$ cat config.mk
export PLATFORM = sky130hd
export DESIGN_NAME = score_scanner
export DESIGN_NICKNAME = d
export VERILOG_FILES = /design/src/rtl/score_scanner.sv
export SDC_FILE = /design/constraint.sdc
export NUM_CORES = 1
export LEC_CHECK = 0
export ABC_AREA = 0
export CORE_MARGIN = 2
export CORE_UTILIZATION = 45
export CTS_BUF_LIST = sky130_fd_sc_hd__clkbuf_8 sky130_fd_sc_hd__clkbuf_16
export DETAILED_ROUTE_END_ITERATION = 8
export MAX_ROUTING_LAYER = met4
export PLACE_DENSITY = 0.77
export SYNTH_ARGS = -nofsm -noshare
export SYNTH_HDL_FRONTEND = slang
export SYNTH_SLANG_ARGS = --single-unit
$ cat constraint.sdc
create_clock -name clk -period 4.2 [get_ports clk]
set_input_delay 0.42 -clock clk [delete_from_list [all_inputs] [get_ports clk]]
set_output_delay 0.42 -clock clk [all_outputs]
set_load 0.005 [all_outputs]
$ cat src/rtl/score_scanner.sv
// score_scanner: time-multiplexed driver for a four-digit seven-segment
// score display (player tens/ones, computer tens/ones).
//
// A prescaler divides clk down to one digit slot every REFRESH_DIV cycles.
// Each slot starts with GUARD anode-off cycles to stop ghosting between
// digits. The scores are captured into a snapshot only at frame boundaries,
// so every frame shows one consistent score. When the captured win flag is
// set, whole frames blank in alternation at a rate set by BLINK_DIV.
//
// Ports
//   clk    in   system clock
//   Reset  in   asynchronous, active-high reset
//   PTen   in   [3:0] player tens digit (BCD)
//   POne   in   [3:0] player ones digit (BCD)
//   CTen   in   [3:0] computer tens digit (BCD)
//   COne   in   [3:0] computer ones digit (BCD)
//   win    in   game-won level flag
//   seg    out  [6:0] active-low cathodes, seg[6:0] = g,f,e,d,c,b,a
//   an     out  [3:0] active-low anodes, an[0]=COne .. an[3]=PTen
//   dp     out  active-low decimal point, lit with the an[2] digit
//
// Digit slot sequence
//   slot      | meaning
//   SLOT_CONE | computer ones, an[0]
//   SLOT_CTEN | computer tens, an[1], blankable when zero
//   SLOT_PONE | player ones,   an[2], decimal point lit
//   SLOT_PTEN | player tens,   an[3], blankable when zero
module score_scanner #(
  parameter int REFRESH_DIV = 50000,
  parameter int GUARD       = 4,
  parameter int BLINK_DIV   = 32,
  parameter int LEAD_BLANK  = 1
) (
  input  logic       clk,
  input  logic       Reset,
  input  logic [3:0] PTen,
  input  logic [3:0] POne,
  input  logic [3:0] CTen,
  input  logic [3:0] COne,
  input  logic       win,
  output logic [6:0] seg,
  output logic [3:0] an,
  output logic       dp
);

  localparam int PW = (REFRESH_DIV > 1) ? $clog2(REFRESH_DIV) : 1;
  localparam int GW = (GUARD > 0) ? $clog2(GUARD + 1) : 1;
  localparam int FW = (BLINK_DIV > 1) ? $clog2(BLINK_DIV) : 1;

  typedef enum logic [1:0] {
    SLOT_CONE = 2'd0,
    SLOT_CTEN = 2'd1,
    SLOT_PONE = 2'd2,
    SLOT_PTEN = 2'd3
  } slot_e;

  logic [PW-1:0] presc_q;
  slot_e         slot_q;
  logic [GW-1:0] guard_q;
  logic [FW-1:0] frame_q;
  logic          phase_q;
  logic [3:0]    snap_pten_q;
  logic [3:0]    snap_pone_q;
  logic [3:0]    snap_cten_q;
  logic [3:0]    snap_cone_q;
  logic          snap_win_q;
  logic [6:0]    seg_q;
  logic [3:0]    an_q;
  logic          dp_q;

  logic          tick;
  logic          frame_end;
  logic [3:0]    digit;
  logic          slot_blank;
  logic          an_on;
  logic [6:0]    seg_d;
  logic [3:0]    an_d;
  logic          dp_d;

  function automatic logic [6:0] seg_decode(input logic [3:0] d);
    logic [6:0] p;
    case (d)
      4'd0:    p = 7'b1000000;
      4'd1:    p = 7'b1111001;
      4'd2:    p = 7'b0100100;
      4'd3:    p = 7'b0110000;
      4'd4:    p = 7'b0011001;
      4'd5:    p = 7'b0010010;
      4'd6:    p = 7'b0000010;
      4'd7:    p = 7'b1111000;
      4'd8:    p = 7'b0000000;
      4'd9:    p = 7'b0010000;
      default: p = 7'b0111111; // non-BCD values show a dash
    endcase
    return p;
  endfunction

  assign tick      = (presc_q == PW'(REFRESH_DIV - 1));
  assign frame_end = tick && (slot_q == SLOT_PTEN);

  always_comb begin
    digit = snap_cone_q;
    case (slot_q)
      SLOT_CONE: digit = snap_cone_q;
      SLOT_CTEN: digit = snap_cten_q;
      SLOT_PONE: digit = snap_pone_q;
      SLOT_PTEN: digit = snap_pten_q;
      default:   digit = snap_cone_q;
    endcase
  end

  // Tens slots are the odd slot numbers.
  assign slot_blank = (LEAD_BLANK != 0) && slot_q[0] && (digit == 4'd0);
  assign an_on      = (guard_q == '0) && !slot_blank && !(snap_win_q && phase_q);
  assign seg_d      = seg_decode(digit);
  assign an_d       = an_on ? ~(4'b0001 << slot_q) : 4'b1111;
  assign dp_d       = ~(an_on && (slot_q == SLOT_PONE));

  always_ff @(posedge clk or posedge Reset) begin
    if (Reset) begin
      presc_q     <= '0;
      slot_q      <= SLOT_CONE;
      guard_q     <= '0;
      frame_q     <= '0;
      phase_q     <= 1'b0;
      snap_pten_q <= 4'd0;
      snap_pone_q <= 4'd0;
      snap_cten_q <= 4'd0;
      snap_cone_q <= 4'd0;
      snap_win_q  <= 1'b0;
      seg_q       <= 7'b1111111;
      an_q        <= 4'b1111;
      dp_q        <= 1'b1;
    end else begin
      presc_q <= tick ? '0 : presc_q + PW'(1);

      if (tick) begin
        slot_q  <= slot_e'(slot_q + 2'd1);
        guard_q <= GW'(GUARD);
      end else if (guard_q != '0) begin
        guard_q <= guard_q - GW'(1);
      end

      // Snapshot and blink bookkeeping share the frame-boundary edge so
      // the new frame starts with consistent digits, win flag and phase.
      if (frame_end) begin
        snap_pten_q <= PTen;
        snap_pone_q <= POne;
        snap_cten_q <= CTen;
        snap_cone_q <= COne;
        snap_win_q  <= win;
        if (frame_q == FW'(BLINK_DIV - 1)) begin
          frame_q <= '0;
          phase_q <= ~phase_q;
        end else begin
          frame_q <= frame_q + FW'(1);
        end
      end

      seg_q <= seg_d;
      an_q  <= an_d;
      dp_q  <= dp_d;
    end
  end

  assign seg = seg_q;
  assign an  = an_q;
  assign dp  = dp_q;

endmodule
==> Flow_metrics.wiki, run 1 <==
{| class="wikitable"
! Metric !! Value
|-
| Number of synthesized register bits || 55
|-
| Hold buffers post-CTS || 0
|-
| Category of cells accounting for the largest share of critical-path delay || adder cells
|-
| Cell area power density || just under 300 mW/mm²
|-
| R2R Path Start || slot_q[0]$_DFFE_PP0N_
|-
| Total negative slack || 0 ns
|-
| Static Leak || 0.001458 µW
|-
| Post-route DRC violation count || 0
|-
| Mapped Area || about 0.0027 mm²
|-
| Final global-route overflow total || 0
|-
| Post-layout net count || 291
|-
| Gp weighted congestion || between 0.8 and 0.9
|-
| Clock slew at the register clock pins of the worst setup and hold paths || ~0.090 ns
|-
| Hold violation count in the final report || 0
|-
| Iteration-0 DRC Markers || between 70 and 80
|-
| Worst setup slack before clock tree synthesis || just under 2 ns
|-
| Die width || between 80 and 90 µm
|-
| Startpoint type of the worst setup path || flip-flop
|-
| Sequential cell area fraction in the yosys report || about 52%
|-
| Sum of internal, switching and leakage power || just over 900 µW
|-
| Maximum clock rate || around 0.44 GHz
|-
| CP Buf/Inv Count || 2
|-
| Die Span Y || ~81 µm
|-
| Maximum number of pins on one net before global-route repair || 38
|-
| Cells after Synth || 226
|-
| Reg2reg end || an[3]$_DFF_PP1_
|-
| IO buf count || 30
|-
| Number of warnings printed during yosys synthesis || 0
|-
| Clk buf depth || 2
|-
| Clock insertion delay at the later pin of the skew report || ~0.31 ns
|-
| Part of the cycle the worst path needs || a little over half
|-
| WP data arrival || around 2.5 ns
|-
| Crit. Startpoint || slot_q[0]$_DFFE_PP0N_
|-
| Endpoint of the most critical setup path || an[3]$_DFF_PP1_
|-
| Routed via count || approximately 1800
|-
| Count of nets left with antenna violations after detail routing || 0
|-
| Total track usage || 16.40%
|-
| Clk sink count || 55
|-
| Kind of capture point of the worst setup path || flip-flop
|-
| Core Footprint || approximately 0.0059 mm²
|-
| Final core utilization || 53.27%
|-
| Pin slew with the least headroom to its limit || roughly 0.65 ns
|-
| Final critical path time including I/O delays and setup || between 2 and 2.5 ns
|-
| Number of cells on the worst reg-to-reg path || 7
|-
| Cell breakdown of the critical path || inv_1 > ha_1 > mux2i_1 > inv_1 > ha_1 > a41oi_1 > nand2_1
|-
| Number of antenna violations at the first check in global routing || 0
|-
| Worst slew slack as a fraction of its limit || a little under three fifths
|-
| Most common cell after layout, fill and taps aside || sky130_fd_sc_hd__dfrtp_1
|-
| Slew Limit Fails || 0
|-
| Cell at the root of the clock tree || sky130_fd_sc_hd__clkbuf_8
|-
| Depth of the critical timing path with buffers and inverters included || 7
|-
| Die footprint || roughly 0.0066 mm²
|-
| Clock tree from TritonCTS || yes
|-
| Net count of the mapped netlist || 260
|-
| Peak per-stage delay on the critical path || between 0.4 and 0.5 ns
|-
| Via density || 5.408
|-
| Number of inserted filler cells in the final layout || a little under 500
|-
| Number of setup violations in the final report || 0
|-
| Sequential Area || around 0.0014 mm²
|-
| Peak VDD IR || 0.1588 mV
|-
| Slowest cell on crit path || sky130_fd_sc_hd__mux2i_1
|-
| R2R Setup Slk || around 1.9 ns
|-
| Critical path peak fanout || 7
|-
| Post-Synthesis Mean Instance Area || 11.84 µm²
|-
| Row cnt || 28
|-
| Number of primary I/O pins || 31
|-
| TritonCTS Buffers || 5
|-
| Final HPWL DP || ~3.4 mm
|-
| Area occupied by multi-input gates || ~0.0012 mm²
|-
| Required time of the critical path || 4.42 ns
|-
| Yosys cell types || 45
|-
| H-tree levels || 2
|-
| Total wire length after detailed routing || about 4.6 mm
|-
| Instance area at placement || 0.003027 mm²
|-
| Drt pass-1 iters || 4
|-
| Final WS setup || between 1.5 and 2 ns
|-
| Antenna fix cells || 0
|-
| Setup repair after global routing missed its margin || no
|-
| Status || completed
|-
| Setup repair bufs after CTS || 0
|-
| Layout cells sized above 1 || ~18%
|-
| Via count of the first global-routing pass || 1824
|-
| Commonest cells after routing, fill and taps aside || sky130_fd_sc_hd__dfrtp_1, sky130_fd_sc_hd__clkdlybuf4s50_1, sky130_fd_sc_hd__mux2_2
|-
| Worst Setup Path Type || reg2reg
|-
| Final instance area || 0.003117 mm²
|-
| Initial Utilization || between 40 and 50%
|-
| CTS resizes || 0
|-
| Classification of the worst-slack hold path || in2async
|-
| Wire length of the first global-routing pass || ~8.0 mm
|-
| Max-cap check violation count || 0
|-
| Average wire length per cell after detail routing || 13.86 µm
|-
| Worst clock skew || ~0.0091 ns
|-
| Area growth syn-to-layout || 16.46%
|}
==> registers in the layout, indices dropped and copies added (netlist names), 2 cells and up <==
name and flops:
presc_q 16, seg 7, frame_q 5, snap_cone_q 4, snap_cten_q 4, snap_pone_q 4, snap_pten_q 4, an 3
guard_q 3, slot_q 2
==> report_power, final <==
| part | internal [µW] | switching, µW | total (µW) |
|---|---|---|---|
| sequential | 548 | 6.36 | 554 |
| clock | 130 | 160 | 290 |
| combinational | 37.3 | 28.7 | 66.0 |
| total | 715 | 195 | 910 |
==> metal layers <==
metal / global-route usage (%) / share of wire (%) / wire length [µm]
met1: 18.98 / 42 / 1944
met2: 27.19 / 51 / 2374
met3: 4.333 / 5.0 / 232
met4: 6.610 / 1.4 / 64
met5: - / 0 / 0
==> stage by stage <==
step,cells,hold WS (ns)
2_1_floorplan,226,0.4453
3_3_place_gp,325,0.4684
3_5_place_dp,325,0.4857
4_1_cts,333,0.4147
5_1_grt,333,0.4178
6_report,333,0.4030
==> worst register-to-register path: stages, from the launching register on <==
cell                      delay (ns)
sky130_fd_sc_hd__dfrtp_1        0.42
sky130_fd_sc_hd__inv_1          0.14
sky130_fd_sc_hd__ha_1           0.35
sky130_fd_sc_hd__mux2i_1        0.46
sky130_fd_sc_hd__inv_1          0.15
sky130_fd_sc_hd__ha_1           0.23
sky130_fd_sc_hd__a41oi_1        0.33
sky130_fd_sc_hd__nand2_1        0.10
==> worst min path at each step <==
stage	startpoint	endpoint	slack, ns	cells after the start
finish	Reset	snap_pten_q[2]$_DFFE_PP0P_	0.40	2
global placement	phase_q$_DFFE_PP0P_	phase_q$_DFFE_PP0P_	0.47	1
floorplan	phase_q$_DFFE_PP0P_	phase_q$_DFFE_PP0P_	0.45	1
global route	Reset	snap_pten_q[2]$_DFFE_PP0P_	0.42	2
CTS	Reset	snap_pten_q[2]$_DFFE_PP0P_	0.41	2
detailed placement	presc_q[7]$_DFF_PP0_	presc_q[7]$_DFF_PP0_	0.49	1
==> final cells by class <==
type	instances	share of cell area [%]
multi-input combinational	149	37.82
clock buffer	6	2.650
inverter	15	1.807
tap	75	3.011
timing repair buffer	31	9.876
clock inverter	2	0.2409
sequential	55	44.60
==> logic make-up (layout without fill, tap and decap cells) <==
logic type	count (synthesis)	in the layout	share of synthesized area (%)
and+or+nand+nor	65	65	14.54
DFF	55	55	51.94
AOI/OAI and AO/OA	30	30	7.761
muxes	23	23	9.491
buffers and inverters	22	54	4.020
xor gates and xnor gates	16	16	5.236
adders and majority gates	15	15	7.013
==> synth_stat cells <==
| library cell | count | area share [%] |
|---|---|---|
| sky130_fd_sc_hd__nor3_1 | 2 | 0.37 |
| sky130_fd_sc_hd__buf_4 | 2 | 0.56 |
| sky130_fd_sc_hd__inv_1 | 15 | 2.1 |
| sky130_fd_sc_hd__a22oi_1 | 2 | 0.56 |
| sky130_fd_sc_hd__buf_2 | 1 | 0.19 |
| sky130_fd_sc_hd__a21o_2 | 2 | 0.65 |
| sky130_fd_sc_hd__and3_1 | 4 | 0.93 |
| sky130_fd_sc_hd__mux2i_1 | 4 | 1.5 |
| sky130_fd_sc_hd__nand2_2 | 1 | 0.23 |
| sky130_fd_sc_hd__and4_1 | 1 | 0.33 |
| sky130_fd_sc_hd__o31ai_1 | 2 | 0.56 |
| sky130_fd_sc_hd__and4b_1 | 1 | 0.37 |
| sky130_fd_sc_hd__nand4b_4 | 1 | 0.89 |
| sky130_fd_sc_hd__and4bb_2 | 2 | 0.93 |
| sky130_fd_sc_hd__a22o_1 | 1 | 0.33 |
| sky130_fd_sc_hd__a211o_1 | 2 | 0.65 |
| sky130_fd_sc_hd__nor2_1 | 18 | 2.5 |
| sky130_fd_sc_hd__o41ai_1 | 1 | 0.33 |
| sky130_fd_sc_hd__a41oi_1 | 1 | 0.33 |
| sky130_fd_sc_hd__nor2b_1 | 3 | 0.70 |
| sky130_fd_sc_hd__clkbuf_2 | 1 | 0.19 |
| sky130_fd_sc_hd__and3b_1 | 1 | 0.33 |
| sky130_fd_sc_hd__nand3_1 | 10 | 1.9 |
| sky130_fd_sc_hd__nor3b_1 | 1 | 0.28 |
| sky130_fd_sc_hd__nand2b_1 | 1 | 0.23 |
| sky130_fd_sc_hd__dfstp_2 | 11 | 11 |
| sky130_fd_sc_hd__dfrtp_1 | 44 | 41 |
| sky130_fd_sc_hd__a32oi_1 | 1 | 0.33 |
| sky130_fd_sc_hd__nand4b_1 | 1 | 0.33 |
| sky130_fd_sc_hd__xnor2_1 | 10 | 3.3 |
| sky130_fd_sc_hd__nand4_1 | 1 | 0.23 |
| sky130_fd_sc_hd__a222oi_1 | 3 | 1.1 |
| sky130_fd_sc_hd__o21ai_0 | 7 | 1.3 |
| sky130_fd_sc_hd__a211oi_1 | 1 | 0.28 |
| sky130_fd_sc_hd__a21oi_1 | 7 | 1.3 |
| sky130_fd_sc_hd__nor4_1 | 4 | 0.93 |
| sky130_fd_sc_hd__nand2_1 | 10 | 1.4 |
| sky130_fd_sc_hd__clkbuf_1 | 1 | 0.14 |
| sky130_fd_sc_hd__or4_4 | 1 | 0.42 |
| sky130_fd_sc_hd__or4bb_1 | 1 | 0.42 |
| sky130_fd_sc_hd__xor2_1 | 6 | 2.0 |
| sky130_fd_sc_hd__buf_6 | 2 | 0.84 |
| sky130_fd_sc_hd__mux2_2 | 19 | 8.0 |
| sky130_fd_sc_hd__ha_1 | 15 | 7.0 |
| sky130_fd_sc_hd__nor4_4 | 1 | 0.79 |
Power figures use the tool's default switching activity.
==> run 2: changes to the inputs <==
Clock period 4.2 ns to 2.2 ns, I/O delays scaled along.
==> Flow_metrics.wiki, run 2 (synthesis gave the netlist of run 1 again) <==
{| class="wikitable"
! Metric !! Value
|-
| Setup repair after global routing missed its margin || no
|-
| Sequential Area || approximately 0.0014 mm²
|-
| Clk sink count || 55
|-
| Commonest cells after routing, fill and taps aside || sky130_fd_sc_hd__dfrtp_1, sky130_fd_sc_hd__clkdlybuf4s50_1, sky130_fd_sc_hd__mux2_2
|-
| Drt pass-1 iters || 4
|-
| Final core utilization || approximately 54%
|-
| Detail Route met3 WL || approximately 170 µm
|-
| Instance area at placement || roughly 0.0031 mm²
|-
| Initial Utilization || a little under half
|-
| Highest routed layer || met4
|-
| Die footprint || around 0.0066 mm²
|-
| Routed via count || around 1800
|-
| Classification of the worst-slack hold path || in2async
|-
| Total track usage || 16.17%
|-
| TritonCTS Buffers || 5
|-
| Count of nets left with antenna violations after detail routing || 0
|-
| Critical path peak fanout || 7
|-
| Area occupied by multi-input gates || between 0.001 and 0.0015 mm²
|-
| Setup repair bufs after CTS || 0
|-
| H-tree levels || 2
|-
| Clock insertion delay at the later pin of the skew report || 0.32 ns
|-
| Final global-route overflow total || 0
|-
| Iteration-0 DRC Markers || 43
|-
| Total negative slack || 0 ns
|-
| Worst Setup Path Type || reg2reg
|-
| Clock slew at the register clock pins of the worst setup and hold paths || around 0.11 ns
|-
| Final HPWL DP || around 3.4 mm
|-
| Final critical path time including I/O delays and setup || ~2.0 ns
|-
| Row cnt || 28
|-
| Clk buf depth || 2
|-
| Number of primary I/O pins || 31
|-
| Top register by number of flip-flops || presc_q
|-
| Hold violation count in the final report || 0
|-
| Status || completed
|-
| Most common cell after layout, fill and taps aside || sky130_fd_sc_hd__dfrtp_1
|-
| IO buf count || 30
|-
| Max-cap check violation count || 0
|-
| WP data arrival || around 2.3 ns
|-
| Kind of capture point of the worst setup path || flip-flop
|-
| Number of cells on the worst reg-to-reg path || 7
|-
| Hold WS || 0.2630 ns
|-
| Worst slew slack as a fraction of its limit || 57.08%
|-
| Antenna fix cells || 0
|-
| Average wire length per cell after detail routing || 13.96 µm
|-
| Gp weighted congestion || roughly 0.84
|-
| Slew Limit Fails || 0
|-
| Peak VDD IR || between 0.3 and 0.4 mV
|-
| Clock tree from TritonCTS || yes
|-
| Maximum clock rate || approximately 0.49 GHz
|-
| Via density || 5.240
|-
| Flip-flop count of the largest register, all copies and words added || 16
|-
| Number of setup violations in the final report || 0
|-
| Number of inserted filler cells in the final layout || ~510
|-
| Hold buffers post-CTS || 0
|-
| Final instance area || roughly 0.0032 mm²
|-
| Slowest cell on crit path || sky130_fd_sc_hd__dfrtp_1
|-
| Pin slew with the least headroom to its limit || roughly 0.64 ns
|-
| CTS resizes || 0
|-
| Area growth syn-to-layout || 18.33%
|-
| Cell breakdown of the critical path || inv_1 > ha_1 > mux2i_1 > inv_1 > ha_1 > a41oi_1 > nand2_1
|-
| Worst clock skew || between 0.009 and 0.01 ns
|-
| Total wire length after detailed routing || between 4 and 5 mm
|-
| DR WL met2 || around 2.4 mm
|-
| Post-route DRC violation count || 0
|-
| Part of the cycle the worst path needs || ~93%
|-
| Peak per-stage delay on the critical path || around 0.43 ns
|-
| Required time of the critical path || about 2.4 ns
|-
| Layout cells sized above 1 || roughly a fifth
|-
| Number of antenna violations at the first check in global routing || 0
|-
| M1 wire length || just over 2 mm
|-
| Cell area power density || 562.0 mW/mm²
|-
| Wire length of the first global-routing pass || roughly 7.9 mm
|-
| Via count of the first global-routing pass || between 1500 and 2000
|-
| Die width || roughly 81 µm
|-
| Cell at the root of the clock tree || sky130_fd_sc_hd__clkbuf_8
|-
| Die Span Y || 81.12 µm
|-
| Post-layout net count || slightly below 300
|-
| Static Leak || roughly 0.0015 µW
|-
| Startpoint type of the worst setup path || flip-flop
|-
| Core Footprint || around 0.0059 mm²
|-
| Maximum number of pins on one net before global-route repair || 56
|}
run 2: cell count changes in the layout (fill, tap and decap cells not counted):
cell	before	now
sky130_fd_sc_hd__buf_4	1	4
sky130_fd_sc_hd__inv_1	15	14
sky130_fd_sc_hd__inv_8	0	1
sky130_fd_sc_hd__clkinv_4	0	2
sky130_fd_sc_hd__clkinv_1	1	0
sky130_fd_sc_hd__buf_12	0	1
sky130_fd_sc_hd__clkbuf_8	6	5
run 2: final cells by class:
type,instances,area share (%)
clock inverters,3,0.9087
inverters,15,1.778
well taps,75,2.963
multi-input cells,149,37.22
flip-flops and latches,55,43.90
repair buffers,35,11.06
clock buffers,5,2.173
run 2: power by group:
| group | internal, µW | switching (µW) | total (µW) |
|---|---|---|---|
| clock network | 237 | 352 | 589 |
| logic | 77.1 | 56.7 | 134 |
| registers | 1050 | 11.7 | 1060 |
| total | 1360 | 421 | 1780 |
run 2: worst paths after layout:
path	slack, ns	from	endpoint
max	0.15	slot_q[0]$_DFFE_PP0N_	dp$_DFF_PP1_
min	0.26	Reset	snap_cone_q[2]$_DFFE_PP0P_
max reg2reg	0.15	slot_q[0]$_DFFE_PP0N_	dp$_DFF_PP1_
min reg2reg	0.49	phase_q$_DFFE_PP0P_	phase_q$_DFFE_PP0P_
max in group asynchronous	1.66	Reset	seg[5]$_DFF_PP1_
min in group clk	0.49	phase_q$_DFFE_PP0P_	phase_q$_DFFE_PP0P_
run 2: routing by layer:
layer / up-vias / global-route usage, %
li1: 857 / -
met1: 872 / 18.65
met2: 30 / 27.85
met3: 7 / 3.222
met4: 0 / 6.102
met5: - / -
run 2: metrics by stage:
step	power, µW	setup slack, ns	cells
after global routing	1864	0.009183	337
after CTS	1803	0.1477	337
final	1780	0.1516	337
after detailed placement	1213	0.1627	329
after floorplan	1132	0.09669	226
after global placement	1210	0.2334	329
run 2: critical path: cells and delay by family (launching register included):
kind,cells,cell delay [ns]
flip-flops,1,0.43
multiplexers,1,0.28
buffers and inverters,2,0.27
AO/OA/AOI/OAI,1,0.31
adder cells (fa/ha/maj),2,0.58
AND/OR/NAND/NOR,1,0.11
